===== src/rtl/spec_dep_pkg.sv =====
// Shared types and helpers for the speculative-branch dependency tracker.
package spec_dep_pkg;

    localparam int unsigned DEF_NTAG    = 5;
    localparam int unsigned DEF_ALLOC_W = 2;
    localparam int unsigned DEF_RES_W   = 1;
    localparam int unsigned MAX_NTAG    = 32;
    localparam int unsigned IDX_W       = $clog2(MAX_NTAG);

    typedef logic [MAX_NTAG-1:0] spectag_t;

    function automatic logic [IDX_W-1:0] onehot_to_idx(input spectag_t tag);
        logic [IDX_W-1:0] idx;
        idx = '0;
        for (int i = 0; i < MAX_NTAG; i++) begin
            if (tag[i]) idx = idx | IDX_W'(i);
        end
        return idx;
    endfunction

    function automatic logic [31:0] popcount(input spectag_t tag);
        logic [31:0] cnt;
        cnt = '0;
        for (int i = 0; i < MAX_NTAG; i++) begin
            cnt = cnt + {31'd0, tag[i]};
        end
        return cnt;
    endfunction

endpackage


===== src/rtl/spec_dep_row.sv =====
// One dependency row: which tags this tag depends on (itself and older in-flight tags).
module spec_dep_row
    import spec_dep_pkg::*;
#(
    parameter int unsigned NTAG = DEF_NTAG
) (
    input  logic            clk,
    input  logic            reset,
    input  logic            alloc,
    input  logic [NTAG-1:0] alloc_deps,
    input  logic            clear,
    input  logic [NTAG-1:0] col_clear,
    output logic [NTAG-1:0] dep
);

    always_ff @(posedge clk) begin
        if (reset) begin
            dep <= '0;
        end else if (clear) begin
            dep <= '0;
        end else if (alloc) begin
            dep <= alloc_deps;
        end else begin
            dep <= dep & ~col_clear;
        end
    end

endmodule


===== src/rtl/spec_dep_tracker.sv =====
// Speculative-branch dependency tracker with selective squash.
// Define SPEC_DEP_STATS_EN to build the alloc/miss/squash event counters.
module spec_dep_tracker
    import spec_dep_pkg::*;
#(
    parameter int unsigned NTAG    = DEF_NTAG,
    parameter int unsigned ALLOC_W = DEF_ALLOC_W,
    parameter int unsigned RES_W   = DEF_RES_W
) (
    input  logic                    clk,
    input  logic                    reset,
    input  logic [ALLOC_W-1:0]      alloc_en,
    input  logic [ALLOC_W*NTAG-1:0] alloc_tag,
    input  logic [RES_W-1:0]        res_valid,
    input  logic [RES_W-1:0]        res_miss,
    input  logic [RES_W*NTAG-1:0]   res_tag,
    input  logic [NTAG-1:0]         query_tag,
    output logic [NTAG-1:0]         query_mask,
    output logic [NTAG-1:0]         valid_mask,
    output logic                    kill_valid,
    output logic [NTAG-1:0]         kill_mask,
    output logic [31:0]             stat_alloc,
    output logic [31:0]             stat_miss,
    output logic [31:0]             stat_squash
);

    logic [NTAG-1:0] valid_q, valid_d;
    logic            kill_valid_q;
    logic [NTAG-1:0] kill_mask_q;
    logic [NTAG-1:0] dep [NTAG];

    logic [NTAG-1:0] succ, miss, succ_eff, kill, valid_eff;
    logic [NTAG-1:0] alloc_set, prior, slot_tag;
    logic [NTAG-1:0] row_deps [NTAG];
    logic            any_miss;

    always_comb begin
        succ = '0;
        miss = '0;
        for (int j = 0; j < RES_W; j++) begin
            if (res_valid[j]) begin
                if (res_miss[j]) miss = miss | res_tag[j*NTAG +: NTAG];
                else             succ = succ | res_tag[j*NTAG +: NTAG];
            end
        end
        // A tag reported both ways in one cycle is treated as a miss.
        succ_eff  = succ & ~miss;
        any_miss  = |miss;
        valid_eff = valid_q & ~succ_eff;
        for (int k = 0; k < NTAG; k++) begin
            kill[k] = valid_q[k] & |(dep[k] & miss);
        end
    end

    // Allocations are dropped whenever a miss redirects the front end.
    always_comb begin
        alloc_set = '0;
        prior     = '0;
        slot_tag  = '0;
        for (int k = 0; k < NTAG; k++) row_deps[k] = '0;
        for (int i = 0; i < ALLOC_W; i++) begin
            slot_tag = alloc_tag[i*NTAG +: NTAG];
            if (alloc_en[i] && !any_miss) begin
                for (int k = 0; k < NTAG; k++) begin
                    if (slot_tag[k]) row_deps[k] = valid_eff | prior | slot_tag;
                end
                alloc_set = alloc_set | slot_tag;
                prior     = prior | slot_tag;
            end
        end
        valid_d = (valid_q & ~succ_eff & ~kill) | alloc_set;
    end

    for (genvar g = 0; g < NTAG; g++) begin : g_row
        spec_dep_row #(
            .NTAG (NTAG)
        ) u_row (
            .clk        (clk),
            .reset      (reset),
            .alloc      (alloc_set[g]),
            .alloc_deps (row_deps[g]),
            .clear      (kill[g] | succ_eff[g]),
            .col_clear  (succ_eff),
            .dep        (dep[g])
        );
    end

    always_comb begin
        query_mask = '0;
        for (int k = 0; k < NTAG; k++) begin
            query_mask[k] = |(dep[k] & query_tag);
        end
    end

    always_ff @(posedge clk) begin
        if (reset) begin
            valid_q      <= '0;
            kill_valid_q <= 1'b0;
            kill_mask_q  <= '0;
        end else begin
            valid_q      <= valid_d;
            kill_valid_q <= |kill;
            kill_mask_q  <= kill;
        end
    end

    assign valid_mask = valid_q;
    assign kill_valid = kill_valid_q;
    assign kill_mask  = kill_mask_q;

`ifdef SPEC_DEP_STATS_EN
    logic [31:0] stat_alloc_q, stat_miss_q, stat_squash_q;

    always_ff @(posedge clk) begin
        if (reset) begin
            stat_alloc_q  <= '0;
            stat_miss_q   <= '0;
            stat_squash_q <= '0;
        end else begin
            stat_alloc_q  <= stat_alloc_q + popcount(spectag_t'(alloc_set));
            stat_miss_q   <= stat_miss_q + popcount(spectag_t'(res_valid & res_miss));
            stat_squash_q <= stat_squash_q + popcount(spectag_t'(kill));
        end
    end

    assign stat_alloc  = stat_alloc_q;
    assign stat_miss   = stat_miss_q;
    assign stat_squash = stat_squash_q;
`else
    assign stat_alloc  = '0;
    assign stat_miss   = '0;
    assign stat_squash = '0;
`endif

`ifndef SYNTHESIS
    always_ff @(posedge clk) begin
        if (!reset) begin
            for (int i = 0; i < ALLOC_W; i++) begin
                if (alloc_en[i]) begin
                    assert ($onehot(alloc_tag[i*NTAG +: NTAG]))
                        else $error("alloc slot %0d tag not one-hot", i);
                    assert ((alloc_tag[i*NTAG +: NTAG] & valid_eff) == '0)
                        else $error("alloc of in-flight tag %0d",
                                    onehot_to_idx(spectag_t'(alloc_tag[i*NTAG +: NTAG])));
                    for (int j = i + 1; j < ALLOC_W; j++) begin
                        assert (!(alloc_en[j] &&
                                  alloc_tag[i*NTAG +: NTAG] == alloc_tag[j*NTAG +: NTAG]))
                            else $error("alloc slots %0d and %0d share a tag", i, j);
                    end
                end
            end
            for (int j = 0; j < RES_W; j++) begin
                if (res_valid[j]) begin
                    assert ($onehot(res_tag[j*NTAG +: NTAG]))
                        else $error("resolve %0d tag not one-hot", j);
                    assert ((res_tag[j*NTAG +: NTAG] & ~valid_q) == '0)
                        else $error("resolve of idle tag %0d",
                                    onehot_to_idx(spectag_t'(res_tag[j*NTAG +: NTAG])));
                end
            end
        end
    end
`endif

endmodule

===== config.mk =====
export PLATFORM = sky130hd
export DESIGN_NAME = spec_dep_tracker
export DESIGN_NICKNAME = d
export VERILOG_FILES = /design/src/rtl/spec_dep_pkg.sv /design/src/rtl/spec_dep_row.sv /design/src/rtl/spec_dep_tracker.sv
export SDC_FILE = /design/constraint.sdc
export NUM_CORES = 1
export LEC_CHECK = 0
export ABC_AREA = 1
export BUFFER_PORTS_ARGS = -buffer_cell sky130_fd_sc_hd__buf_4
export CORE_MARGIN = 2
export CORE_UTILIZATION = 37
export DETAILED_ROUTE_END_ITERATION = 8
export PLACE_DENSITY = 0.67
export SLEW_MARGIN = 20
export SYNTH_ARGS = -nofsm -noshare
export SYNTH_HDL_FRONTEND = slang
export SYNTH_SLANG_ARGS = --single-unit

===== constraint.sdc =====
create_clock -name clk -period 1.1 [get_ports clk]
set_input_delay 0.165 -clock clk [delete_from_list [all_inputs] [get_ports clk]]
set_output_delay 0.165 -clock clk [all_outputs]
set_load 0.1 [all_outputs]

# == Word level (Yosys, flattened, before mapping) ==
# Index checks and enable logic that the tools add are counted.
# W data, S select, Z words.
# word_totals
register_bits,36
latch_bits,0
mem_bits_rw,0
rom_bits,0
inputBits,26
output_inout_bits,112
wordCells,87
memories,0
# op_classes
n_addsub,0
mul,0
div,0
order_cmp,0
eq_ne,0
shifts,0
mux,23
bitwise,36
reduce_logical,20
# ops
cell,n
$mux W5,21
$and A5 B5 Y5,18
$reduce_or A5 Y1,12
$mux W25,2
$or A5 B5 Y5,5
$not A5 Y5,3
$reduce_or A2 Y1,5
$and A1 B1 Y1,5
$or A1 B1 Y1,5
$logic_and A1 B1 Y1,2
$logic_not A1 Y1,1

# == Logic depth before layout (Yosys ltp) ==
# depth
depth_word,12
depth_mapped,11
mapped_depth_nobuf,11

# == Modules after synthesis ==
# A second synthesis with hierarchy kept.
# hier_totals
cells_unflattened,556
area_unflattened_um2,3318.2
# modules_own_cells
module,n_inst,cells_each,area_each_um2,seq_area_each_um2
spec_dep_tracker,1,371,2110.8,220.2
spec_dep_row,5,37,241.5,100.1

# == Worst setup path after synthesis ==
# OpenSTA, ideal clock, no wires.
# synth_timing
path_type,register -> register
startpoint,reg valid_q[4] (netlist: valid_mask[4])
endpoint,reg g_row[3].u_row.dep[4]
setup_time_ns,0.072
arrival_time_ns,1.622
t_required_ns,1.028
slack_ns,-0.594
path_stages_with_launch,9
n_path_buf,0
period_less_slack_ns,1.694
cell_sequence,dfxtp_1 inv_1 nor2_1 nor2_1 nor2_1 nand2_1 nand2_1 nand2_1 a21oi_1
# synth_between
elab_chain_cells,7
elab_cells_between_ends,9
cone_classes,5 x mux; 4 x bitwise
# synth_rtl
item,line_no,source
from (decl),spec_dep_tracker.sv:27,"logic [NTAG-1:0] valid_q, valid_d;"
from (signal assigned),spec_dep_tracker.sv:101,valid_q <= valid_d;
$and A5 B5 Y5 *,spec_dep_tracker.sv:49,valid_eff = valid_q & ~succ_eff;
$or A5 B5 Y5,spec_dep_tracker.sv:65,if (slot_tag[k]) row_deps[k] = valid_eff | prior | slot_tag;
$mux W5,spec_dep_tracker.sv:65,
$mux W25,spec_dep_tracker.sv:63,if (alloc_en[i] && !any_miss) begin
$mux W5,spec_dep_tracker.sv:65,
$mux W25 *,spec_dep_tracker.sv:63,
$mux W5 *,spec_dep_row.sv:21,end else if (alloc) begin
to (signal assigned),spec_dep_row.sv:22,dep <= alloc_deps;
to (signal assigned),spec_dep_row.sv:24,dep <= dep & ~col_clear;
to (decl),spec_dep_row.sv:13,output logic [NTAG-1:0] dep
# Every way passes the cells marked *; elsewhere a longest branch is shown, timed or not.
# A chain may end at the register's enable or synchronous reset.

# == Final worst setup path ==
# layout_timing
startpoint,reg g_row[4].u_row.dep[2]
endpoint,out query_mask[4]
# layout_between
elab_chain_cells,2
# layout_rtl
item,line_no,source
from (decl),spec_dep_row.sv:13,
from (signal assigned),spec_dep_row.sv:22,
from (signal assigned),spec_dep_row.sv:24,
$and A5 B5 Y5,spec_dep_tracker.sv:91,query_mask[k] = |(dep[k] & query_tag);
$reduce_or A5 Y1,spec_dep_tracker.sv:91,
to (decl),spec_dep_tracker.sv:18,"output logic [NTAG-1:0] query_mask,"
# Every way passes these cells.

==> results.toml <==
[outcome]
status = "finished, violations left"
violations = "negative setup slack"

[synthesis]
ys_warn_count = 0
ys_ff_latch = 36
synth.distinct_cells = 26
netlist.area_leader.share_pct = 23.1
synthCells = 501
avgSynthCellArea_um2 = 6.35
seq_area_frac_synth_pct = 22.6
ys_top_cells_by_area = "buf_4 23%, dfxtp_1 23%, nand2_1 15%, nor2_1 8.8%, nand3_1 6.9%"
synth_area_leader_cell = "buf_4"
synth_area_um2 = 3180

[pwr]
p_sw_share_pct = 55.0
p_total_mw = 6.29
ir_drop_uv = 810
clockPowerShare_pct = 14.9
comb_power_share_pct = 61.2
p_sw_mw = 3.46
internal-power_mw = 2.83
leakagePower_nw = 2.47
p_per_area_nw_per_um2 = 1230
seqPwrFrac_pct = 23.9

[detailed_routing]
dr.pass1.iters = 5
met3_length_um = 864
vias = 3650
routed_wl_mm = 11.6
antenna_left = 0
wl_met2_mm = 5.95
vias_per_cell = 4.95
drt-met1-wl_mm = 4.42
wl_per_cell_um = 15.7
top_layer = "met4"
drt-initial-drc-count = 323
drcViolationCount = 0

[cells_and_area]
final_common_cell = "conb_1"
fin_cells = 737
nets = 658
fin_util_pct = 62.2
area_growth_pct = 61.2
drive_gt1_share_pct = 49.8
diodes = 0
mostFrequentLayoutCells = "96 x conb_1, 83 x nand2_1, 80 x buf_4"

[timing]
fin_worst_skew_ns = 0.00683
tns_ns = -4.51
rsz0062_at_grt = "true"
hold_viol_final = 0
post-route-period-util_pct = 134
period_needed_ns = 1.47
final_max_slew_viol_count = 0
fin_ws_ns = -0.373
finalSetupViolCount = 42
max_freq_mhz = 679

[clocking]
clkTransAtPathRegs_ns = 0.08
clk_latency_ns = 0.30
cts.sinks = 36
hold_buffers = 0
cts_buffers = 5
cts-root-buf = "clkbuf_8"
cts_tree = "yes"
htree_levels = 2
clock_path_buffers = 2

[setup_path]
r2r_cells = 8
r2r-start = "g_row[2].u_row.dep[1]$_SDFF_PP0_"
cp_max_fo = 2
required_ns = 0.94
setup.worst_path.start = "g_row[4].u_row.dep[2]$_SDFF_PP0_"
ff2ff_setup_slack_ns = -0.15
path_class = "reg2out"
worstReg2RegEnd = "valid_mask[2]$_SDFF_PP0_"
start_kind = "flop"
cp.arrival_ns = 1.31
cp-end-kind = "output pin"

[placement]
dp_cells = 687
dp_hpwl_mm = 7.34
port-buffer-count = 41
gp_congestion = 0.994

[die]
die-area_um2 = 9360
row_count = 33
start_util_pct = 38.5
core_area_um2 = 8260
io_pins = 138
fp.dieH_um = 96.8
die_w_um = 96.8

[grt]
grt_pass1_wl_mm = 15.5
grt_pass1_vias = 2986
grt-ovfl-total = 0
antenna_found_initial = 0
grt_max_degree = 21
track_usage_pct = 20.4

[min_path]
hp-class = "in2reg"
hp-start = "reset"
worstHoldEndpoint = "kill_mask[1]$_SDFF_PP0_"
hold_depth = 3

[run]
cap_violations = 0
## sequential cells by signal (all words and copies together), names as in the netlist
register         count
valid_mask           5
kill_valid           1
g_row.u_row.dep     25
kill_mask            5
## cells in the mapped netlist (all sizes together)
cell type / count
nand2: 140
buf: 99
nor2: 80
inv: 47
nand3: 46
dfxtp: 36
a21oi: 21
nand3b: 8
o21ai: 8
a221oi: 5
nand4: 5
o22ai: 2
a31oi: 1
clkbuf: 1
conb: 1
o211ai: 1
## through the flow
step | worst slack (ns) | hold WS (ns) | area [µm²]
6_report | -0.373 | 0.227 | 5130
4_1_cts | -0.377 | 0.207 | 4330
3_5_place_dp | -0.413 | 0.487 | 3770
3_3_place_gp | -0.361 | 0.488 | 3770
5_1_grt | -0.404 | 0.246 | 5130
2_1_floorplan | -0.0553 | 0.360 | 3690
## metal layers
layer  track usage [%]  up-vias
met1              27.6     1731
li1                  -     1664
met2              33.1      222
met3              2.60       33
met4              7.58        0
met5                 0        -
## worst max-delay path, cell delays in order (launching register included)
cell and delay [ns]:
dfxtp_2 0.33, buf_6 0.11, a221oi_4 0.31, nand2_4 0.09, buf_12 0.17
## how the worst max path moves through the flow
| stage | slack, ns | to |
|---|---|---|
| after CTS | -0.38 | query_mask[4] |
| after global routing | -0.40 | query_mask[4] |
| after global placement | -0.36 | g_row[1].u_row.dep[2]$_SDFF_PP0_ |
| after floorplan | -0.06 | g_row[1].u_row.dep[0]$_SDFF_PP0_ |
| after detailed placement | -0.41 | g_row[4].u_row.dep[3]$_SDFF_PP0_ |
| final | -0.37 | query_mask[4] |
## area by class of cell
| class | instances | area (µm²) |
|---|---|---|
| multi-input combinational | 418 | 2690 |
| clock buffer | 5 | 68.8 |
| clock inverter | 2 | 11.3 |
| timing repair buffer | 123 | 1260 |
| timing repair inverter | 1 | 11.3 |
| inverter | 47 | 203 |
| tap | 105 | 131 |
| fill | 685 | 3130 |
| sequential | 36 | 758 |
## power groups by stage
| stage | sequential (mW) | clock (mW) | combinational (mW) |
|---|---|---|---|
| after global routing | 1.51 | 1.00 | 3.97 |
| final | 1.51 | 0.939 | 3.85 |
| after CTS | 1.50 | 0.933 | 3.35 |
| after detailed placement | 1.51 | 0 | 3.05 |
| after floorplan | 1.65 | 0 | 2.61 |
| after global placement | 1.51 | 0 | 3.04 |
## cell families (layout without fill, tap and decap cells)
kind of cell | count (synthesis) | in the layout | share of synthesized area, %
AOI/OAI and AO/OA | 38 | 38 | 6.76
buffers and inverters | 147 | 178 | 29.0
DFF | 36 | 36 | 22.6
other | 1 | 96 | 0.118
and+or+nand+nor | 279 | 284 | 41.4
## timing repair
item	4_1_cts	5_1_grt
buffers inserted	10	30
cloned	1	10
pin swaps	39	71
gates resized for setup	108	129
setup endpoints to repair	41	43
Power figures use the tool's default switching activity.
